--- src/rtl/simon_playback_sequencer_if.sv ---
// Pattern memory read port between the playback sequencer and the Simon
// pattern RAM. The sequencer is the master: it drives rd_en and rd_addr, and
// the RAM returns rd_data one cycle later.
interface simon_playback_sequencer_if #(
    parameter int ADDR_W = 5,
    parameter int DATA_W = 4
) ();
    logic              rd_en;
    logic [ADDR_W-1:0] rd_addr;
    logic [DATA_W-1:0] rd_data;

    modport master (output rd_en, output rd_addr, input rd_data);
    modport slave  (input rd_en, input rd_addr, output rd_data);
endinterface

--- src/rtl/simon_playback_sequencer.sv ---
// Simon playback sequencer.
// After a start pulse it reads patterns 0..pattern_count-1 from the pattern
// memory. Each pattern is lit on the LEDs for a hold time and then blanked for
// a gap. A one-cycle done pulse is raised when the last gap ends.
// Optional feature: define SIMON_PLAYBACK_SPEEDUP_EN to shorten the hold time
// as more patterns are stored. The hold is max(MIN_HOLD,
// HOLD_CYCLES - count*SPEEDUP_STEP).
module simon_playback_sequencer #(
    parameter int ADDR_W       = 5,
    parameter int DATA_W       = 4,
    parameter int CNT_W        = 16,
    parameter int HOLD_CYCLES  = 4,
    parameter int GAP_CYCLES   = 2,
    parameter int SPEEDUP_STEP = 1,
    parameter int MIN_HOLD     = 2
) (
    input  logic                         clk,
    input  logic                         rst,
    input  logic                         i_start,
    input  logic                         i_abort,
    input  logic [ADDR_W:0]              i_pattern_count,
    simon_playback_sequencer_if.master   mem_if,
    output logic [DATA_W-1:0]            o_leds_out,
    output logic                         o_busy,
    output logic                         o_done,
    output logic [ADDR_W-1:0]            o_step_idx
);

    localparam logic [2:0] S_IDLE  = 3'd0;
    localparam logic [2:0] S_FETCH = 3'd1;
    localparam logic [2:0] S_WAIT  = 3'd2;
    localparam logic [2:0] S_SHOW  = 3'd3;
    localparam logic [2:0] S_GAP   = 3'd4;
    localparam logic [2:0] S_DONE  = 3'd5;

    localparam logic [CNT_W-1:0] GAP_LOAD = CNT_W'(GAP_CYCLES - 1);

    logic [2:0]        r_state;
    logic [ADDR_W:0]   r_count;
    logic [ADDR_W-1:0] r_step_idx;
    logic [CNT_W-1:0]  r_timer;
    logic [DATA_W-1:0] r_pattern;

    logic [CNT_W-1:0]  w_hold_m1;
    logic [ADDR_W:0]   w_count_m1;
    logic              w_last_step;
    logic              w_accept;

    // A start is taken only from IDLE. An abort in the same cycle wins.
    assign w_accept = (r_state == S_IDLE) && i_start && !i_abort;

    // count-1 is kept one bit wider than step_idx. A full memory
    // (count = 2^ADDR_W) therefore ends on the last address, and step_idx
    // never wraps.
    assign w_count_m1  = r_count - 1'b1;
    assign w_last_step = ({1'b0, r_step_idx} == w_count_m1);

`ifdef SIMON_PLAYBACK_SPEEDUP_EN
    localparam int PROD_W = CNT_W + ADDR_W + 1;

    logic [CNT_W-1:0]  r_hold_m1;
    logic [PROD_W-1:0] w_hold_base;
    logic [PROD_W-1:0] w_reduction;
    logic [PROD_W-1:0] w_hold_floor;
    logic [PROD_W-1:0] w_hold_sel;

    assign w_hold_base  = PROD_W'(HOLD_CYCLES);
    assign w_hold_floor = PROD_W'(MIN_HOLD);
    assign w_reduction  = PROD_W'(i_pattern_count) * PROD_W'(SPEEDUP_STEP);
    // Subtract only when the reduction is smaller than the base.
    // This stops the unsigned difference from wrapping around.
    assign w_hold_sel   = ((w_reduction < w_hold_base) &&
                           ((w_hold_base - w_reduction) > w_hold_floor))
                          ? (w_hold_base - w_reduction) : w_hold_floor;

    // Fix the shortened hold time for the whole playback when start is accepted.
    always_ff @(posedge clk) begin
        if (rst) begin
            r_hold_m1 <= '0;
        end else if (w_accept) begin
            r_hold_m1 <= CNT_W'(w_hold_sel - 1'b1);
        end
    end

    assign w_hold_m1 = r_hold_m1;
`else
    assign w_hold_m1 = CNT_W'(HOLD_CYCLES - 1);
`endif

    // Playback state machine with its step index, hold/gap timer and latched pattern.
    always_ff @(posedge clk) begin
        // NOTE: every register in this block uses non-blocking assignment.
        // All of them then update together from the values before the edge.
        if (rst) begin
            r_state    <= S_IDLE;
            r_count    <= '0;
            r_step_idx <= '0;
            r_timer    <= '0;
            r_pattern  <= '0;
        end else if (i_abort && (r_state != S_IDLE)) begin
            r_state    <= S_IDLE;
            r_step_idx <= '0;
            r_timer    <= '0;
        end else begin
            case (r_state)
                S_IDLE: begin
                    if (w_accept) begin
                        r_count    <= i_pattern_count;
                        r_step_idx <= '0;
                        r_state    <= (i_pattern_count == '0) ? S_DONE : S_FETCH;
                    end
                end
                S_FETCH: begin
                    r_state <= S_WAIT;
                end
                S_WAIT: begin
                    r_pattern <= mem_if.rd_data;
                    r_timer   <= w_hold_m1;
                    r_state   <= S_SHOW;
                end
                S_SHOW: begin
                    if (r_timer == '0) begin
                        r_timer <= GAP_LOAD;
                        r_state <= S_GAP;
                    end else begin
                        r_timer <= r_timer - 1'b1;
                    end
                end
                S_GAP: begin
                    if (r_timer == '0) begin
                        if (w_last_step) begin
                            r_state <= S_DONE;
                        end else begin
                            r_step_idx <= r_step_idx + 1'b1;
                            r_state    <= S_FETCH;
                        end
                    end else begin
                        r_timer <= r_timer - 1'b1;
                    end
                end
                S_DONE: begin
                    r_step_idx <= '0;
                    r_state    <= S_IDLE;
                end
                default: begin
                    r_state    <= S_IDLE;
                    r_step_idx <= '0;
                end
            endcase
        end
    end

    // Outputs decoded from the current state only.
    always_comb begin
        // NOTE: each output gets a default first.
        // Every path then assigns it, so no latch is inferred.
        o_leds_out     = '0;
        mem_if.rd_en   = 1'b0;
        mem_if.rd_addr = '0;
        if (r_state == S_SHOW) begin
            o_leds_out = r_pattern;
        end
        if (r_state == S_FETCH) begin
            mem_if.rd_en   = 1'b1;
            mem_if.rd_addr = r_step_idx;
        end
    end

    assign o_busy     = (r_state != S_IDLE);
    assign o_done     = (r_state == S_DONE);
    assign o_step_idx = r_step_idx;

endmodule

--- src/flat_wrapper.sv ---
// flat-port wrapper written by rule: the top's interface ports become plain ports
module simon_playback_sequencer_flat 
#(
    parameter int ADDR_W       = 5,
    parameter int DATA_W       = 4,
    parameter int CNT_W        = 16,
    parameter int HOLD_CYCLES  = 4,
    parameter int GAP_CYCLES   = 2,
    parameter int SPEEDUP_STEP = 1,
    parameter int MIN_HOLD     = 2
)
  (clk, rst, i_start, i_abort, i_pattern_count, o_leds_out, o_busy, o_done, o_step_idx, mem_if_rd_en, mem_if_rd_addr, mem_if_rd_data);
  simon_playback_sequencer_if #(.ADDR_W(ADDR_W), .DATA_W(DATA_W)) mem_if_i ();
  input  logic clk;
  input  logic rst;
  input  logic i_start;
  input  logic i_abort;
  input  logic [ADDR_W:0] i_pattern_count;
  output logic [DATA_W-1:0] o_leds_out;
  output logic o_busy;
  output logic o_done;
  output logic [ADDR_W-1:0] o_step_idx;
  output wire logic [$bits(mem_if_i.rd_en)-1:0] mem_if_rd_en;
  output wire logic [$bits(mem_if_i.rd_addr)-1:0] mem_if_rd_addr;
  input wire logic [$bits(mem_if_i.rd_data)-1:0] mem_if_rd_data;
  assign mem_if_rd_en = mem_if_i.rd_en;
  assign mem_if_rd_addr = mem_if_i.rd_addr;
  assign mem_if_i.rd_data = mem_if_rd_data;
  simon_playback_sequencer #(.ADDR_W(ADDR_W), .DATA_W(DATA_W), .CNT_W(CNT_W), .HOLD_CYCLES(HOLD_CYCLES), .GAP_CYCLES(GAP_CYCLES), .SPEEDUP_STEP(SPEEDUP_STEP), .MIN_HOLD(MIN_HOLD)) u_core (.clk(clk), .rst(rst), .i_start(i_start), .i_abort(i_abort), .i_pattern_count(i_pattern_count), .mem_if(mem_if_i), .o_leds_out(o_leds_out), .o_busy(o_busy), .o_done(o_done), .o_step_idx(o_step_idx));
endmodule
--- config.mk ---
export PLATFORM = sky130hd
export DESIGN_NAME = simon_playback_sequencer_flat
export DESIGN_NICKNAME = d
export VERILOG_FILES = /design/src/rtl/simon_playback_sequencer_if.sv /design/src/rtl/simon_playback_sequencer.sv /design/src/flat_wrapper.sv
export SDC_FILE = /design/constraint.sdc
export NUM_CORES = 1
export LEC_CHECK = 0
export ABC_AREA = 1
export BUFFER_PORTS_ARGS = -buffer_cell sky130_fd_sc_hd__buf_2
export CORE_UTILIZATION = 52
export DETAILED_ROUTE_END_ITERATION = 16
export PLACE_DENSITY = 0.81
export SLEW_MARGIN = 0
export SYNTH_ARGS = -nofsm -noshare
export SYNTH_HDL_FRONTEND = slang
export SYNTH_SLANG_ARGS = --single-unit
--- constraint.sdc ---
create_clock -name clk -period 4.69 [get_ports clk]
set_input_delay 0.2345 -clock clk [delete_from_list [all_inputs] [get_ports clk]]
set_output_delay 0.2345 -clock clk [all_outputs]
set_load 0.01 [all_outputs]
==> results of run 1 <==
==> worst min path at each step <==
stage	endpoint	slack [ps]	start
floorplan	u_core.r_count[4]	380	i_pattern_count[4]
global placement	u_core.r_pattern[1]	450	u_core.r_pattern[1]
detailed placement	u_core.r_pattern[0]	460	u_core.r_pattern[0]
CTS	u_core.r_count[5]	200	i_pattern_count[5]
global route	u_core.r_count[5]	200	i_pattern_count[5]
finish	u_core.r_count[5]	210	i_pattern_count[5]
==> cells by family after synthesis <==
family                   Yosys count  share of synthesized area, %
adder cells (fa/ha/maj)            4                          2.46
AO/OA/AOI/OAI                     37                          11.1
buffers and inverters             57                          11.4
XOR/XNOR                           8                          3.44
flip-flops                        34                          33.4
AND/OR/NAND/NOR                  172                          38.3
==> through the flow <==
stage / cells / hold slack [ps]
floorplan: 312 / 382
global placement: 387 / 451
detailed placement: 387 / 460
CTS: 395 / 203
global route: 395 / 204
finish: 395 / 207
==> layout by cell type (no fill, tap or decap), types with 2 or more instances in the layout <==
master / netlist / final
inv_1: 49 / 49
o21bai_1: 2 / 2
buf_2: 0 / 30
xor2_1: 7 / 7
nand2_1: 62 / 62
nand4_1: 3 / 3
nor3b_1: 2 / 2
dfxtp_1: 34 / 34
ha_1: 4 / 4
o21ai_0: 8 / 8
nor3_1: 8 / 8
nor2_2: 6 / 6
nand2_2: 6 / 6
inv_2: 2 / 2
a21oi_1: 13 / 13
nor4_1: 2 / 2
a21oi_2: 2 / 2
a211oi_1: 8 / 8
clkbuf_8: 0 / 8
nor2_1: 56 / 56
nand3_1: 20 / 20
==> final cells by class <==
type                            instances  area (µm²)
Fill cell                             335        1380
Multi-Input combinational cell        221        1120
Sequential cell                        34         681
Inverter                               54         209
Timing Repair Buffer                   30         150
Clock buffer                            8         110
Tap cell                               48        60.1
==> worst register-to-register path, delay by kind of cell, from the launching register on <==
kind | cells | cell delay [ps]
buf+inv | 2 | 200
fa+ha+maj | 1 | 150
flops | 1 | 330
simple gates | 9 | 1150
==> registers in the layout (all words and copies together), names as in the netlist <==
signal             cells
u_core.r_pattern       4
u_core.r_state         3
u_core.o_step_idx      5
u_core.r_timer        16
u_core.r_count         6
==> power breakdown <==
| group | internal [mW] | switching (mW) |
|---|---|---|
| combinational | 0.256 | 0.514 |
| clock | 0.148 | 0.101 |
| sequential | 0.366 | 0.0632 |
| total | 0.770 | 0.678 |
==> cell usage after synthesis (all sizes together) <==
cell type,n
ha,4
nor4,2
nor3b,2
a21oi,15
nand3,20
inv,51
a211oi,8
o211ai,1
nand3b,1
xnor2,1
a31oi,1
nor2,63
clkinv,3
and3,1
clkbuf,1
dfxtp,34
buf,2
nand2,69
nor3,10
xor2,7
o21bai,2
nand4,4
o2111ai,1
o21ai,9
==> layer usage <==
layer,routed length (µm),track usage (%),up-vias
li1,-,-,1057
met1,2070,27.8,892
met2,1980,36.6,41
met3,181,5.28,6
met4,70,8.33,0
met5,0,0,-
==> impl_metrics.json, run 1 <==
{
  "outcome": "finished clean",
  "gp_congestion": 0.880,
  "crit_cells": 12,
  "cp-start-kind": "flip-flop",
  "skew_ps": 7.38,
  "grt_use_total_pct": 22.2,
  "area_growth_pct": 14.6,
  "postSynthAreaPerCell_um2": 6.53,
  "endpoint": "u_core.r_timer[8]",
  "wl_per_cell_um": 10.9,
  "clockBufferDepth": 2,
  "tightest_slew_ps": 432,
  "critPathLaunch": "u_core.r_timer[0]",
  "root_buffer": "clkbuf_8",
  "p_leak_nw": 1.16,
  "dpl_worst_slack_ps": 2820,
  "ys_ff_latch": 34,
  "cpPeakStageDelay_ps": 340,
  "numCtsBuffers": 5,
  "cpMaxStageDelayCell": "nor2_2",
  "nNetsFinal": 364,
  "grt_max_degree": 14,
  "grt_pass1_vias": 1660,
  "max_freq_mhz": 533,
  "reg2reg_depth": 12,
  "yosysUniqueCellTypes": 37,
  "clock_latency_ps": 290,
  "yosys.area.top_type_share_pct": 33.4,
  "worstSetupPathType": "flip-flop to flip-flop",
  "period_needed_ps": 1880,
  "synth_top_area_cell": "dfxtp_1",
  "dieArea_um2": 4170,
  "postCtsHoldBufs": 0,
  "drt-initial-drc-count": 98,
  "yosys_warnings": 0,
  "critPathRequiredTime_ps": 4920,
  "drive_gt1_share_pct": 17.6,
  "die_h_um": 64.6,
  "ys_seq_area_share_pct": 33.4,
  "endpoint_kind": "flip-flop",
  "diodes": 0,
  "grt_overflow": 0,
  "cp_max_fo": 13,
  "initial_core_util_pct": 54.8,
  "port_buffers": 30,
  "total_power_mw": 1.45,
  "clk_pin_slew_worst_paths_ps": 70,
  "crit_buf_inv": 2,
  "synth_area_leaders": "dfxtp_1, nand2_1, nor2_1",
  "first_pass_iters": 4,
  "hp-class": "input port to flip-flop",
  "critPathTopFamily": "simple AND/OR/NAND/NOR gates",
  "worstReg2RegStart": "u_core.r_timer[0]",
  "synth_area_um2": 2040,
  "htree_levels": 2,
  "slew_violations": 0,
  "r2r_end": "u_core.r_timer[8]",
  "maxCapViolCount": 0,
  "cts_setup_buffers": 0,
  "cts_resized": 0,
  "dpl.hpwl_mm": 3.34,
  "path_cells": "inv_1 > ha_1 > nand2_1 > nor2_1 > nand2_2 > nand2_2 > nand2_4 > clkinv_4 > nor2_2 > nor2_2 > nand2_1 > nor2_1",
  "grt_pass1_wl_mm": 7.12,
  "utilization_pct": 62.8,
  "io_pins": 31,
  "syn_nets": 330,
  "wl_mm": 4.30,
  "drc": 0,
  "rows": 22,
  "r2r_setup_slack_ps": 2810,
  "rsz0062_at_grt": "false",
  "num_vias": 1996,
  "hold_viol": 0,
  "placed_area_um2": 2220,
  "die_x_um": 64.6,
  "core-area_um2": 3720,
  "fin_crit_sh_pct": 40.0,
  "final-setup-viol-count": 0,
  "ir_worst_vdd_mv": 0.358,
  "cts_tree": "built",
  "tns_ps": 0,
  "pwr_density_cell_nw_per_um2": 620,
  "slew_headroom_pct": 71.1,
  "antenna_found_initial": 0,
  "ant_nets": 0,
  "final_area_um2": 2330,
  "vias_per_cell": 5.05,
  "whs_path_depth": 3,
  "setup_slack_ps": 2810,
  "critPathArrivalTime_ps": 2110,
  "cts.sinks": 34,
  "syn_inst": 312
}
Note: power is estimated with default switching activity, not from simulation.
==> inputs of run 2 (changes only) <==
==> constraint.sdc (replaced) <==
create_clock -name clk -period 1.9 [get_ports clk]
set_input_delay 0.095 -clock clk [delete_from_list [all_inputs] [get_ports clk]]
set_output_delay 0.095 -clock clk [all_outputs]
set_load 0.01 [all_outputs]
==> impl_metrics.json, run 2 (synthesized netlist as in run 1, its figures left out) <==
{
  "worstReg2RegStart": "u_core.r_timer[0]",
  "io_pins": 31,
  "maxCapViolCount": 0,
  "period_needed_ps": 1720,
  "reg2reg_depth": 12,
  "layout_common_cells": "nand2_1, nor2_1, inv_1, dfxtp_1, buf_2",
  "wl_mm": 4.46,
  "hp-class": "input port to flip-flop",
  "critPathArrivalTime_ps": 1910,
  "dpl.hpwl_mm": 3.25,
  "skew_ps": 7.31,
  "ir_worst_vdd_mv": 1.01,
  "pwr_density_cell_nw_per_um2": 1520,
  "whs_path_depth": 3,
  "root_buffer": "clkbuf_8",
  "clockBufferDepth": 2,
  "core-area_um2": 3720,
  "nNetsFinal": 365,
  "tightest_slew_ps": 339,
  "r2r_setup_slack_ps": 180,
  "cts.sinks": 34,
  "min_to": "u_core.r_count[4]",
  "die_x_um": 64.6,
  "hold_viol": 0,
  "port_buffers": 30,
  "grt_pass1_wl_mm": 7.64,
  "hold_start": "i_pattern_count[4]",
  "dieArea_um2": 4170,
  "cp-start-kind": "flip-flop",
  "top_register": "u_core.r_timer",
  "wl_per_cell_um": 11.3,
  "area_growth_pct": 15.4,
  "critPathRequiredTime_ps": 2090,
  "slew_headroom_pct": 77.3,
  "placed_area_um2": 2230,
  "grt_use_total_pct": 23.8,
  "dp.cells": 388,
  "p_leak_nw": 1.16,
  "ant_nets": 0,
  "rows": 22,
  "total_power_mw": 3.57,
  "r2r_end": "u_core.r_timer[10]",
  "grt_overflow": 0,
  "max_freq_mhz": 583,
  "htree_levels": 2,
  "num_vias": 1982,
  "postCtsHoldBufs": 0,
  "drive_gt1_share_pct": 18.2,
  "final-setup-viol-count": 0,
  "clk_pin_slew_worst_paths_ps": 70,
  "grt_pass1_vias": 1829,
  "grt_max_degree": 14,
  "outcome": "finished clean",
  "initial_core_util_pct": 54.8,
  "fin_hold_ws_ps": 61.8,
  "tns_ps": 0,
  "slew_violations": 0,
  "utilization_pct": 63.2,
  "drt-initial-drc-count": 121,
  "largest_reg_flops": 16,
  "clock_latency_ps": 290,
  "cp_max_fo": 11,
  "endpoint_kind": "flip-flop",
  "antenna_found_initial": 0,
  "rsz0062_at_grt": "false",
  "instances_no_fill": 394,
  "final_area_um2": 2350,
  "gp_congestion": 0.843,
  "cts_setup_buffers": 0,
  "cts_resized": 0,
  "die_h_um": 64.6,
  "numCtsBuffers": 5,
  "worstSetupPathType": "flip-flop to flip-flop",
  "setup_slack_ps": 184,
  "drc": 0,
  "vias_per_cell": 5.03,
  "layout_commonest_cell": "nand2_1",
  "diodes": 0,
  "fin_crit_sh_pct": 90.3,
  "dpl_worst_slack_ps": 150,
  "cts_tree": "built",
  "first_pass_iters": 4
}
## run 2: worst max-delay path, stage by stage, from the launching register on
cell	delay [ps]
dfxtp_2	330
inv_1	90
ha_1	150
nand2_1	50
nor2_1	120
nand2_2	120
nand2_1	140
nand2_1	120
nor2_2	140
nor2_2	40
buf_4	170
o21ai_1	80
inv_1	40
## run 2: cell type report
class / instances / area (µm²)
flip-flops and latches: 34 / 683
fillers: 354 / 1370
well taps: 48 / 60.1
inverters: 54 / 209
repair buffers: 31 / 158
clock buffers: 6 / 82.6
multi-input cells: 221 / 1160
## run 2: worst max-delay path by stage
| stage | slack, ps | cells after the start | from | to |
|---|---|---|---|---|
| floorplan | 320 | 12 | u_core.r_count[0] | u_core.o_step_idx[1] |
| global placement | 170 | 13 | u_core.r_timer[0] | u_core.r_timer[10] |
| detailed placement | 150 | 13 | u_core.r_timer[0] | u_core.r_timer[8] |
| CTS | 110 | 12 | u_core.r_count[0] | u_core.o_step_idx[1] |
| global route | 0.6 | 12 | u_core.r_timer[0] | u_core.r_timer[10] |
| finish | 180 | 12 | u_core.r_timer[0] | u_core.r_timer[10] |
## run 2: routing by layer
| metal | share of wire (%) | GRT usage, % | routed length [µm] | vias up |
|---|---|---|---|---|
| met5 | 0 | 0 | 0 | - |
| met4 | 1.7 | 10.3 | 76 | 0 |
| met3 | 3.1 | 5.28 | 138 | 8 |
| met2 | 47 | 39.9 | 2110 | 25 |
| met1 | 48 | 29.1 | 2130 | 894 |
| li1 | - | - | - | 1055 |
## run 2: report_power, final
part	total [mW]	switching [mW]	internal (mW)
clock network	0.531	0.252	0.279
logic	1.98	1.32	0.660
registers	1.06	0.156	0.907
total	3.57	1.72	1.85
==> inputs of run 3 (changes only) <==
--- a/config.mk
+++ b/config.mk
@@ -7,9 +7,10 @@
 export LEC_CHECK = 0
 export ABC_AREA = 1
 export BUFFER_PORTS_ARGS = -buffer_cell sky130_fd_sc_hd__buf_2
-export CORE_UTILIZATION = 52
+export CORE_UTILIZATION = 35
 export DETAILED_ROUTE_END_ITERATION = 16
-export PLACE_DENSITY = 0.81
+export PLACE_DENSITY = 0.61
+export REMOVE_ABC_BUFFERS = 1
 export SLEW_MARGIN = 0
 export SYNTH_ARGS = -nofsm -noshare
 export SYNTH_HDL_FRONTEND = slang
==> impl_metrics.json, run 3 (synthesized netlist as in run 1, its figures left out) <==
{
  "port_buffers": 30,
  "tns_ps": 0,
  "top_register": "u_core.r_timer",
  "power_frac_clock_pct": 15.2,
  "layout_commonest_cell": "nand2_1",
  "ir_worst_vdd_mv": 1.03,
  "wl_per_cell_um": 9.99,
  "min_to": "u_core.r_count[5]",
  "root_buffer": "clkbuf_8",
  "antenna_found_initial": 0,
  "internal-power_mw": 1.88,
  "maxCapViolCount": 0,
  "grt_overflow": 0,
  "gp_congestion": 0.831,
  "num_vias": 1943,
  "dpl.hpwl_mm": 3.36,
  "hp-class": "input port to flip-flop",
  "cts_setup_buffers": 0,
  "hold_start": "i_pattern_count[5]",
  "reg2reg_depth": 13,
  "drc": 0,
  "critPathArrivalTime_ps": 1890,
  "die_x_um": 78.3,
  "hold_viol": 0,
  "initial_core_util_pct": 36.5,
  "cp_max_fo": 13,
  "critPathLaunch": "u_core.r_timer[0]",
  "die_h_um": 78.3,
  "vias_per_cell": 4.60,
  "dieArea_um2": 6130,
  "p_switching_mw": 1.65,
  "numCtsBuffers": 5,
  "grt_pass1_vias": 1789,
  "cts.sinks": 34,
  "drt-initial-drc-count": 57,
  "pwr_density_cell_nw_per_um2": 1480,
  "largest_reg_flops": 16,
  "first_pass_iters": 4,
  "whs_path_depth": 3,
  "fin_crit_sh_pct": 90.0,
  "critPathRequiredTime_ps": 2080,
  "rsz0062_at_grt": "false",
  "cp-start-kind": "flip-flop",
  "clockBufferDepth": 2,
  "endpoint_kind": "flip-flop",
  "max_freq_mhz": 585,
  "r2r_setup_slack_ps": 190,
  "grt_use_total_pct": 15.3,
  "power_frac_comb_pct": 55.1,
  "period_needed_ps": 1710,
  "clk_pin_slew_worst_paths_ps": 70,
  "pwr-share-seq_pct": 29.7,
  "p_leak_nw": 1.17,
  "diodes": 0,
  "r2r_end": "u_core.r_timer[10]",
  "worstReg2RegStart": "u_core.r_timer[0]",
  "slew_violations": 0,
  "clock_latency_ps": 280,
  "final-setup-viol-count": 0,
  "utilization_pct": 42.7,
  "cts_tree": "built",
  "outcome": "finished clean",
  "core-area_um2": 5570,
  "area_growth_pct": 16.9,
  "htree_levels": 2,
  "cts_resized": 0,
  "wl_mm": 4.22,
  "layout_common_cells": "nand2_1, nor2_1, inv_1, dfxtp_1, buf_2",
  "postCtsHoldBufs": 0,
  "ant_nets": 0,
  "nNetsFinal": 367,
  "total_power_mw": 3.53,
  "io_pins": 31,
  "grt_pass1_wl_mm": 7.53,
  "drive_gt1_share_pct": 18.0,
  "switching_share_pct": 46.8,
  "slew_headroom_pct": 74.7,
  "rows": 27,
  "worstSetupPathType": "flip-flop to flip-flop",
  "grt_max_degree": 14,
  "tightest_slew_ps": 377,
  "skew_ps": 8.23
}
## run 3: final cells by class
cell class              instances  area (µm²)
repair buffers                 33         185
clock buffers                   7        86.3
multi-input cells             221        1120
flip-flops and latches         34         681
inverters                      54         209
well taps                      72        90.1
clock inverters                 1        5.00
fillers                       590        3190
## run 3: per-stage QoR
stage | std cells | hold WS (ps) | area (µm²) | worst slack [ps]
6_report | 422 | 75.4 | 2380 | 190
5_1_grt | 422 | 94.8 | 2380 | 30.4
4_1_cts | 422 | 67.3 | 2380 | 171
3_5_place_dp | 414 | 368 | 2290 | 179
3_3_place_gp | 414 | 366 | 2290 | 165
2_1_floorplan | 309 | 164 | 2010 | 323
## run 3: worst max path at each step
stage                                end  slack (ps)
floorplan           u_core.o_step_idx[1]         320
global placement      u_core.r_timer[10]         160
detailed placement    u_core.r_timer[10]         180
CTS                   u_core.r_timer[10]         170
global route          u_core.r_timer[10]          30
finish                u_core.r_timer[10]         190
## run 3: metal layers
layer / part of all wire, % / wire length (µm) / vias up / GRT usage [%]
met5: 0 / 0 / - / 0
met4: 1.0 / 43 / 0 / 5.00
met3: 2.4 / 102 / 4 / 3.60
met2: 45 / 1890 / 20 / 25.4
met1: 52 / 2180 / 860 / 19.3
li1: - / - / 1059 / -
## run 3: critical path: stages, from the launching register on
cell,delay [ps]
dfxtp_1,350
inv_1,80
ha_1,200
nand2_1,60
nor2_1,50
nand2_2,120
nand2_2,100
nand2_4,150
clkinv_4,100
nor2_2,100
nor2_2,50
buf_12,140
o21ai_1,70
inv_1,40
## run 3: power groups by stage
| stage | clock network, mW | logic (mW) | registers [mW] |
|---|---|---|---|
| after floorplan | 0 | 1.53 | 1.04 |
| after global placement | 0 | 1.95 | 1.06 |
| after detailed placement | 0 | 1.96 | 1.06 |
| after CTS | 0.563 | 1.97 | 1.05 |
| after global routing | 0.590 | 2.26 | 1.07 |
| final | 0.536 | 1.94 | 1.05 |
